==> config.mk <==
export PLATFORM = sky130hd
export DESIGN_NAME = cache_fill_unit
export DESIGN_NICKNAME = d
export VERILOG_FILES = /design/src/rtl/cache_fill_unit_pkg.sv /design/src/rtl/cache_fill_unit_line_assembler.sv /design/src/rtl/cache_fill_unit.sv
export SDC_FILE = /design/constraint.sdc
export NUM_CORES = 1
export LEC_CHECK = 0
export BUFFER_PORTS_ARGS = -buffer_cell sky130_fd_sc_hd__buf_2
export CAP_MARGIN = 20
export CELL_PAD_IN_SITES_DETAIL_PLACEMENT = 1
export CELL_PAD_IN_SITES_GLOBAL_PLACEMENT = 1
export CORE_AREA = 3 3 339 341
export CTS_CLUSTER_DIAMETER = 200
export DETAILED_ROUTE_END_ITERATION = 12
export DIE_AREA = 0 0 342 344
export MAX_ROUTING_LAYER = met4
export PLACE_DENSITY = 0.55
export SKIP_LAST_GASP = 1
export SLEW_MARGIN = 30
export SYNTH_ARGS = -nofsm -noshare
export SYNTH_HDL_FRONTEND = slang
export SYNTH_HIERARCHICAL = 1
export SYNTH_SLANG_ARGS = --single-unit
==> constraint.sdc <==
create_clock -name clk -period 2.7 [get_ports clk]
set_input_delay 0.27 -clock clk [delete_from_list [all_inputs] [get_ports clk]]
set_output_delay 0.27 -clock clk [all_outputs]
set_load 0.02 [all_outputs]
==> src/rtl/cache_fill_unit_pkg.sv <==
// Shared definitions for the cache line-fill bus master: states, requester
// encoding, the tag used for line reads and the default geometry constants.
package cache_fill_unit_pkg;

    localparam int DEFAULT_BUS_DATA_WIDTH = 64;
    localparam int DEFAULT_BUS_TAG_WIDTH  = 13;
    localparam int DEFAULT_ADDRESS_SIZE   = 64;
    localparam int DEFAULT_BLOCK_BYTES    = 64;

    localparam int DEFAULT_OFFSET_BITS = $clog2(DEFAULT_BLOCK_BYTES);
    localparam int DEFAULT_BEATS       = DEFAULT_BLOCK_BYTES * 8 / DEFAULT_BUS_DATA_WIDTH;

    // Tag carried by every line read and expected on its response beats.
    localparam logic [12:0] MEMORY_READ_TAG = 13'h0A5;

    typedef enum logic [1:0] {
        IDLE,
        REQ,
        RECV,
        FILL
    } fill_state_e;

    typedef enum logic {
        SRC_INST = 1'b0,
        SRC_DATA = 1'b1
    } fill_src_e;

endpackage

==> src/rtl/cache_fill_unit_line_assembler.sv <==
// Collects response beats into one cache line. The line register doubles as
// the visible fill line, so it only changes when a new beat is written.
module line_assembler #(
    parameter int DATA_WIDTH = 64,
    parameter int BEATS      = 8
) (
    input  logic                          clk,
    input  logic                          reset,
    input  logic                          i_clear,
    input  logic                          i_we,
    input  logic [DATA_WIDTH-1:0]         i_data,
    output logic                          o_first,
    output logic                          o_done,
    output logic [BEATS*DATA_WIDTH-1:0]   o_line
);

    localparam int CNT_W = (BEATS > 1) ? $clog2(BEATS) : 1;
    localparam logic [CNT_W-1:0] LAST_BEAT = CNT_W'(BEATS - 1);

    logic [CNT_W-1:0]            r_count;
    logic [BEATS*DATA_WIDTH-1:0] r_line;

    // Beat counter and indexed line write; clear only rewinds the counter so
    // the previous line stays visible until the next burst's first beat.
    always_ff @(posedge clk) begin
        if (reset) begin
            r_count <= '0;
            r_line  <= '0;
        end else if (i_clear) begin
            r_count <= '0;
        end else if (i_we) begin
            r_line[int'(r_count) * DATA_WIDTH +: DATA_WIDTH] <= i_data;
            r_count <= (r_count == LAST_BEAT) ? '0 : r_count + CNT_W'(1);
        end
    end

    assign o_first = (r_count == '0);
    assign o_done  = i_we && (r_count == LAST_BEAT);
    assign o_line  = r_line;

endmodule

==> src/rtl/cache_fill_unit.sv <==
// Miss-handling bus master: arbitrates instruction/data line misses (data
// wins), issues one bus read, assembles the burst and pulses the fill.
module cache_fill_unit
    import cache_fill_unit_pkg::*;
#(
    parameter int BUS_DATA_WIDTH = DEFAULT_BUS_DATA_WIDTH,
    parameter int BUS_TAG_WIDTH  = DEFAULT_BUS_TAG_WIDTH,
    parameter int ADDRESS_SIZE   = DEFAULT_ADDRESS_SIZE,
    parameter int BLOCK_BYTES    = DEFAULT_BLOCK_BYTES
) (
    input  logic                      clk,
    input  logic                      reset,
    input  logic                      inst_miss_valid,
    input  logic [ADDRESS_SIZE-1:0]   inst_miss_addr,
    output logic                      inst_miss_ready,
    input  logic                      data_miss_valid,
    input  logic [ADDRESS_SIZE-1:0]   data_miss_addr,
    output logic                      data_miss_ready,
    output logic                      bus_reqcyc,
    input  logic                      bus_reqack,
    output logic [BUS_DATA_WIDTH-1:0] bus_req,
    output logic [BUS_TAG_WIDTH-1:0]  bus_reqtag,
    input  logic                      bus_respcyc,
    output logic                      bus_respack,
    input  logic [BUS_DATA_WIDTH-1:0] bus_resp,
    input  logic [BUS_TAG_WIDTH-1:0]  bus_resptag,
    output logic                      fill_valid,
    output logic                      fill_src,
    output logic [ADDRESS_SIZE-1:0]   fill_addr,
    output logic [BLOCK_BYTES*8-1:0]  fill_line
);

    localparam int LINE_BEATS = BLOCK_BYTES * 8 / BUS_DATA_WIDTH;
    localparam logic [ADDRESS_SIZE-1:0]  OFFSET_MASK = ADDRESS_SIZE'(BLOCK_BYTES - 1);
    localparam logic [BUS_TAG_WIDTH-1:0] READ_TAG    = BUS_TAG_WIDTH'(MEMORY_READ_TAG);

    fill_state_e             r_state;
    fill_state_e             w_nextState;
    logic [ADDRESS_SIZE-1:0] r_reqAddr;
    logic [ADDRESS_SIZE-1:0] r_fillAddr;
    logic [ADDRESS_SIZE-1:0] w_acceptAddr;
    fill_src_e               r_reqSrc;
    fill_src_e               r_fillSrc;
    fill_src_e               w_acceptSrc;
    logic                    w_accept;
    logic                    w_beatWe;
    logic                    w_first;
    logic                    w_done;
    logic                    w_clear;

    // Arbitration: only IDLE accepts, and a pending data miss always wins.
    always_comb begin
        inst_miss_ready = 1'b0;
        data_miss_ready = 1'b0;
        w_acceptSrc     = SRC_INST;
        w_acceptAddr    = inst_miss_addr & ~OFFSET_MASK;
        if (r_state == IDLE) begin
            if (data_miss_valid) begin
                data_miss_ready = 1'b1;
                w_acceptSrc     = SRC_DATA;
                w_acceptAddr    = data_miss_addr & ~OFFSET_MASK;
            end else begin
                inst_miss_ready = inst_miss_valid;
            end
        end
    end

    assign w_accept = inst_miss_ready | data_miss_ready;
    assign w_beatWe = (r_state == RECV) && bus_respcyc && (bus_resptag == READ_TAG);
    assign w_clear  = (r_state == REQ) && bus_reqack;

    assign bus_respack = w_beatWe;
    assign fill_src    = r_fillSrc;
    assign fill_addr   = r_fillAddr;

    // Next-state decode plus the state-driven bus request and fill pulse.
    always_comb begin
        w_nextState = r_state;
        bus_reqcyc  = 1'b0;
        bus_req     = '0;
        bus_reqtag  = '0;
        fill_valid  = 1'b0;
        case (r_state)
            IDLE: begin
                if (w_accept) w_nextState = REQ;
            end
            REQ: begin
                bus_reqcyc = 1'b1;
                bus_req    = BUS_DATA_WIDTH'(r_reqAddr);
                bus_reqtag = READ_TAG;
                if (bus_reqack) w_nextState = RECV;
            end
            RECV: begin
                if (w_done) w_nextState = FILL;
            end
            FILL: begin
                fill_valid  = 1'b1;
                w_nextState = IDLE;
            end
            default: w_nextState = IDLE;
        endcase
    end

    // State register, accepted-request latch, and fill address/source which
    // switch over to the new request only when its first beat lands.
    always_ff @(posedge clk) begin
        if (reset) begin
            r_state    <= IDLE;
            r_reqAddr  <= '0;
            r_reqSrc   <= SRC_INST;
            r_fillAddr <= '0;
            r_fillSrc  <= SRC_INST;
        end else begin
            r_state <= w_nextState;
            if (w_accept) begin
                r_reqAddr <= w_acceptAddr;
                r_reqSrc  <= w_acceptSrc;
            end
            if (w_beatWe && w_first) begin
                r_fillAddr <= r_reqAddr;
                r_fillSrc  <= r_reqSrc;
            end
        end
    end

    line_assembler #(
        .DATA_WIDTH (BUS_DATA_WIDTH),
        .BEATS      (LINE_BEATS)
    ) u_lineAssembler (
        .clk     (clk),
        .reset   (reset),
        .i_clear (w_clear),
        .i_we    (w_beatWe),
        .i_data  (bus_resp),
        .o_first (w_first),
        .o_done  (w_done),
        .o_line  (fill_line)
    );

endmodule

Word level (Yosys, flattened, before mapping)

Index checks and enable logic that the tools add are counted.
W data, S select, Z words.

Output and inout bits: 659
Word-level logic and storage cells: 47
Bits in registers: 647
Input port bits: 211

Reduce and logical (&&, ||, !) cells: 10
Shifts and indexed selects: 2
Bitwise logic cells: 2
Mux-type cells: 16
Equal/unequal tests: 8
Add/subtract/negate cells: 2

Operators with widths:

| kind                        | number |
|---|---|
| $bwmux W512                 | 1 |
| $shift A64 B33 Y512 const A | 1 |
| $shiftx A64 B33 Y512        | 1 |
| $mux W64                    | 3 |
| $neg A9 Y33                 | 1 |
| $eq A13 B8 Y1 const B       | 1 |
| $mux W8                     | 1 |
| $pmux W2 S4                 | 1 |
| $mux W1                     | 6 |
| $mux W2                     | 3 |
| $logic_and A1 B1 Y1         | 5 |
| $eq A2 B2 Y1 const B        | 2 |
| $ne A2 B2 Y1 const B        | 2 |
| $add A3 B1 Y3 const B       | 1 |
| $eq A3 B3 Y1 const B        | 1 |
| $logic_not A3 Y1            | 1 |
| $mux W3                     | 1 |
| $reduce_and A3 Y1           | 1 |
| $eq A2 B1 Y1 const B        | 1 |
| $logic_not A2 Y1            | 1 |
| $ne A2 B1 Y1 const B        | 1 |
| $reduce_and A2 Y1           | 1 |
| $reduce_or A2 Y1            | 1 |
| $not A1 Y1                  | 1 |
| $or A1 B1 Y1                | 1 |

Longest topological paths before layout

Depth after elaboration: 6
Depth in mapped cells: 11
Mapped depth without buffers: 9

Modules after synthesis

Netlist, hierarchy kept.

By module, submodules not included:

| module          | times used | sequential area each (um^2) | area an instance (um^2) | cells each |
|---|---|---|---|---|
| line_assembler  | 1          | 10309.9                     | 21374.2                 | 2083 |
| cache_fill_unit | 1          | 2402.3                      | 5368.9                  | 703 |

Worst setup path after synthesis

OpenSTA, ideal clock, no wires.

Kind: register -> register
Start: register r_state[1]
End: register u_lineAssembler.r_line[307], in the netlist u_lineAssembler/o_line[307]
Required time: 2628 ps
Cell stages (with the launch flop): 12
Buffers on the path: 5
Slack: -7 ps
Period minus slack after synthesis: 2707 ps
Arrival time: 2636 ps
Setup time: 72 ps
Cell sequence: dfxtp_1 inv_1 ha_1 clkbuf_1 clkbuf_1 and2_1 or4b_1 buf_4 nor3_4 buf_6 buf_12 mux2i_1

Word-level cells in the longest chain between the ends: 4
Elaborated cells on any way between the ends: 7
Classes of those cells: 2 x eq/ne; 1 x bitwise; 4 x reduce/logical

RTL lines:

| item                               | RTL line                             | RTL |
|---|---|---|
| start: declaration                 | cache_fill_unit.sv:37                | `fill_state_e r_state;` |
| start signal: assignment           | cache_fill_unit.sv:114               | `r_state <= w_nextState;` |
| $eq A2 B1 Y1                       | cache_fill_unit.sv:70                | `assign w_clear = (r_state == REQ) && bus_reqack;` |
| $logic_and A1 B1 Y1                | cache_fill_unit.sv:70                |  |
| via w_clear                        | cache_fill_unit.sv:49                | `logic w_clear;` |
| $not A1 Y1 (no source line)        | n/a                                  |  |
| $reduce_and A2 Y1 (no source line) | n/a                                  |  |
| end signal: indexed assignment     | cache_fill_unit_line_assembler.sv:32 | `r_line[int'(r_count) * DATA_WIDTH +: DATA_WIDTH] <= i_data;` |
| end: declaration                   | cache_fill_unit_line_assembler.sv:21 | `logic [BEATS*DATA_WIDTH-1:0] r_line;` |

The timed path passes the listed nets, and every way through them passes these cells.
A chain may end at the register's enable or synchronous reset.

Worst setup path in the final report

Start: register r_state[0]
End: register u_lineAssembler.r_line[356], in the netlist u_lineAssembler/o_line[356]

Word-level cells in the longest chain between the ends: 4
Elaborated cells on any way between the ends: 7
Classes of those cells: 2 x eq/ne; 1 x bitwise; 4 x reduce/logical

RTL lines:

| item                                                     | RTL line |
|---|---|
| $eq A2 B2 Y1 / $eq A2 B1 Y1 (equally long branches)      | cache_fill_unit.sv:69, cache_fill_unit.sv:70 |
| $logic_and A1 B1 Y1, on equally long branches            | cache_fill_unit.sv:69, cache_fill_unit.sv:70 |
| $logic_and A1 B1 Y1 / $not A1 Y1 (equally long branches) | n/a |
| $reduce_and A2 Y1 (no source line) *                     | n/a |

Mark *: on every way between the ends. The rest lies on a longest branch, timed or not.

==> summary.log <==
qor: place.number_of_buffers_inserted_by_port_buffering 836
qor: pwr.power_density 659.8 nW/µm²
qor: grt.globalRouteMet2Util 33.78%
qor: logic_synthesis.post-synth-top-area-fraction 47.53%
qor: floorplanning.die_height 344 µm
qor: place.place_hpwl 88.34 mm
qor: flow_run.max_cap_viol_count 0
qor: logic_synthesis.synth-seq-cells 635
qor: timing.maxSlewHeadroom 40.06%
qor: floorplanning.initial_utilization 23.84%
qor: logic_synthesis.synth_edf_count 0
qor: clock_tree.cts_tree done
qor: timing.timing.clock.skew 22.54 ps
qor: drt.detail_route.wl_per_cell 22.83 µm
qor: grt.groute.layer.met3.usage 5.767%
qor: worst_setup_path.path_max_fanout 35
qor: floorplanning.core 112200 µm²
qor: logic_synthesis.synth.area.top_cells dfxtp_1 48%, mux2i_1 17%, nand2b_1 11%
qor: timing.grt_setup_unrepaired yes
qor: layout.number_of_nets_in_the_layout 3984
qor: run_status.outcome finished clean
qor: grt.globalRouteMet1Util 23.18%
qor: worst_setup_path.cpMostUsedCell buf_12
qor: clock_tree.numCtsBuffers 80
qor: drt.routed_via_density 4.345
qor: logic_synthesis.async_reset_ff_share 0%
qor: timing.post-route-min-period 2632 ps
qor: timing.finalSetupTns 0 ps
qor: grt.initial_antenna_violation_count 16
qor: clock_tree.cts_root_buf clkbuf_16
qor: grt.grt_use_total 20.30%
qor: clock_tree.clk-insertion-delay-late 660 ps
qor: grt.via_count_of_the_first_global_routing_pass 24113
qor: worst_setup_path.crit_path_top_delay_cell or4b_4
qor: timing.fmax 0.3799 GHz
qor: drt.drt_drc_violations_left 0
qor: logic_synthesis.most_common_cell_in_the_synthesized_netlist dfxtp_1
qor: logic_synthesis.syn_area_per_cell 9.599 µm²
qor: worst_setup_path.path_delay_family simple AND/OR/NAND/NOR gates
qor: logic_synthesis.syn-instance-count 2786
qor: clock_tree.cts_buffer_depth 3
qor: timing.holdWs 74.76 ps
qor: logic_synthesis.ys.flop_type dfxtp_1
qor: logic_synthesis.synth_cell_types 44
qor: grt.maximum_number_of_pins_on_one_net_before_global_route_repair 90
qor: timing.report.final.slew_viol_count 0
qor: drt.finalWirelength 121.6 mm
qor: clock_tree.cts_h_tree_depth 3
qor: worst_setup_path.critical_path_arrival 3150 ps
qor: worst_setup_path.crit_path_start_kind flop
qor: worst_setup_path.critical_path_required 3210 ps
qor: place.final_gp_congestion 0.8435
qor: floorplanning.floorplan.die_area 117600 µm²
qor: timing.hold_violation_total_from_the_final_report 0
qor: worst_setup_path.endpoint_kind flop
qor: pwr.worst_ir_drop_vdd 0.4237 mV
qor: floorplanning.horizontal_die_dimension 342 µm
qor: timing.total_setup_violations_reported_at_the_end_of_the_flow 0
qor: grt.global_route_wire_length_before_repair 170.9 mm
qor: worst_setup_path.number_of_buffers_and_inverters_on_the_critical_path 3
qor: logic_synthesis.synth_common_cells 635 x dfxtp_1, 484 x nand2b_1, 463 x mux2i_1, 457 x nand2_1, 119 x clkbuf_1
qor: drt.ant_nets 0
qor: timing.min_period_over_period 97.50%
qor: clock_tree.clkTransAtPathRegs 60 ps
qor: drt.num_vias 23148
qor: worst_setup_path.timing_worst_setup_path_type flop to flop
qor: logic_synthesis.post-synth-top-area-cell dfxtp_1
qor: logic_synthesis.yosysWarnings 6
qor: logic_synthesis.ys_seq_area_share 47.53%
qor: floorplanning.rows 123
qor: pwr.power.leakage 16.97 nW
qor: layout.share_of_post_route_cells_with_drive_strength_above_1 28.47%
qor: timing.worst_pin_slew 895.8 ps
qor: worst_setup_path.critPathMaxStageDelay 600 ps
qor: floorplanning.top_level_ports 870
qor: grt.gr-total-overflow 0
qor: worst_hold_path.worst_hold_path_type input pin to flop
qor: drt.drt_first_iter_violations 858
qor: drt.first_pass_iters 5
qor: worst_setup_path.worstPathCellList inv_1 > ha_2 > and4bb_2 > and4_4 > buf_12 > nand2b_1 > or4b_4 > buf_12 > mux2i_1
qor: clock_tree.cts.sink_count 635
qor: layout.areaGrowthSynthToFinish 40.45%
qor: grt.most_used_routing_layer_in_global_routing met2
qor: logic_synthesis.netlist_area 26740 µm²
## worst min-delay path, stage by stage
cell	delay (ps)
buf_2	100
inv_1	40
a222oi_1	90
nor2_1	110
a211oi_1	50
## per-layer routing
metal	wire (µm)	share of wire [%]
met3	8716	7.2
met5	0	0
met4	4437	3.6
met2	58590	48
met1	49910	41
## cell usage in the layout, fill, tap and decap left out, types with 4 or more instances in the layout
cell / instances
buf_6: 7
clkinv_2: 13
clkbuf_1: 13
conb_1: 21
nor2b_1: 108
a311oi_1: 57
clkbuf_8: 15
inv_1: 9
o31ai_1: 8
nor4b_4: 4
mux2i_1: 463
nand2_1: 456
a21oi_1: 69
diode_2: 13
mux2_1: 43
clkbuf_16: 82
nand3_1: 18
and2_1: 60
nand4_1: 9
nor3_1: 5
dfxtp_1: 635
buf_12: 39
buf_4: 49
buf_2: 835
nand3b_1: 11
bufinv_16: 6
dlygate4sd3_1: 179
nor2_1: 64
nand2b_1: 484
ha_1: 9
## metrics by stage
stage / setup WS (ps) / area (µm²) / utilization (%) / instances / total power [mW]
6_report: 67.51 / 37560 / 33.48 / 5328 / 24.78
5_1_grt: -23.08 / 37550 / 33.47 / 5323 / 25.95
4_1_cts: 0.6597 / 37440 / 33.37 / 5311 / 25.14
3_5_place_dp: -11.93 / 32960 / 29.38 / 4996 / 13.38
3_3_place_gp: 60.95 / 32960 / 29.38 / 4996 / 13.36
2_1_floorplan: 100.0 / 26820 / - / 2806 / 12.15
## path summary, 6_finish.rpt
path / from / end / slack [ps] / cells after the start
min: bus_reqack / r_state[0]$_SDFFE_PP0P_ / 70 / 5
max reg2reg: r_state[0]$_SDFFE_PP0P_ / u_lineAssembler/o_line[356]$_SDFFE_PP0P_ / 70 / 9
max: r_state[0]$_SDFFE_PP0P_ / u_lineAssembler/o_line[356]$_SDFFE_PP0P_ / 70 / 9
min reg2reg: fill_addr[52]$_SDFFE_PP0P_ / fill_addr[52]$_SDFFE_PP0P_ / 450 / 2
## what timing repair did
action / in CTS / in global routing
resized for setup: 3 / 10
hold buffers: 179 / 0
cloned: 0 / 1
pin swaps: 0 / 1
hold endpoints to repair: 262 / 0
setup buffers: 0 / 3
setup endpoints to repair: 41 / 143
## final cells by class
type,instances,area (µm²)
Antenna cell,13,32.53
Clock buffer,109,2282
Clock inverter,27,392.9
Fill cell,13064,74630
Inverter,10,38.79
Multi-Input combinational cell,1922,12960
Sequential cell,635,12710
Tap cell,1500,1877
Timing Repair Buffer,1112,7266
## power breakdown
| part | internal (mW) | leakage [nW] | switching, mW |
|---|---|---|---|
| clock | 6.52 | 1.31 | 4.47 |
| combinational | 1.60 | 10.5 | 2.17 |
| sequential | 9.74 | 5.13 | 0.286 |
## state kept, by name (all words and copies together) (netlist names)
name / count
u_lineAssembler/o_line: 512
fill_addr: 58
r_reqAddr: 58
u_lineAssembler/r_count: 3
r_state: 2
fill_src: 1
r_reqSrc: 1
## cell families after synthesis
kind of cell / count (synthesis) / synth area share [%]
mux: 506 / 19.14
compound gates: 141 / 3.574
fa+ha+maj: 12 / 0.5614
simple gates: 1242 / 24.52
buf+inv: 249 / 4.655
other cells: 1 / 0.01402
flops: 635 / 47.53
(Power assumes the default switching activity.)
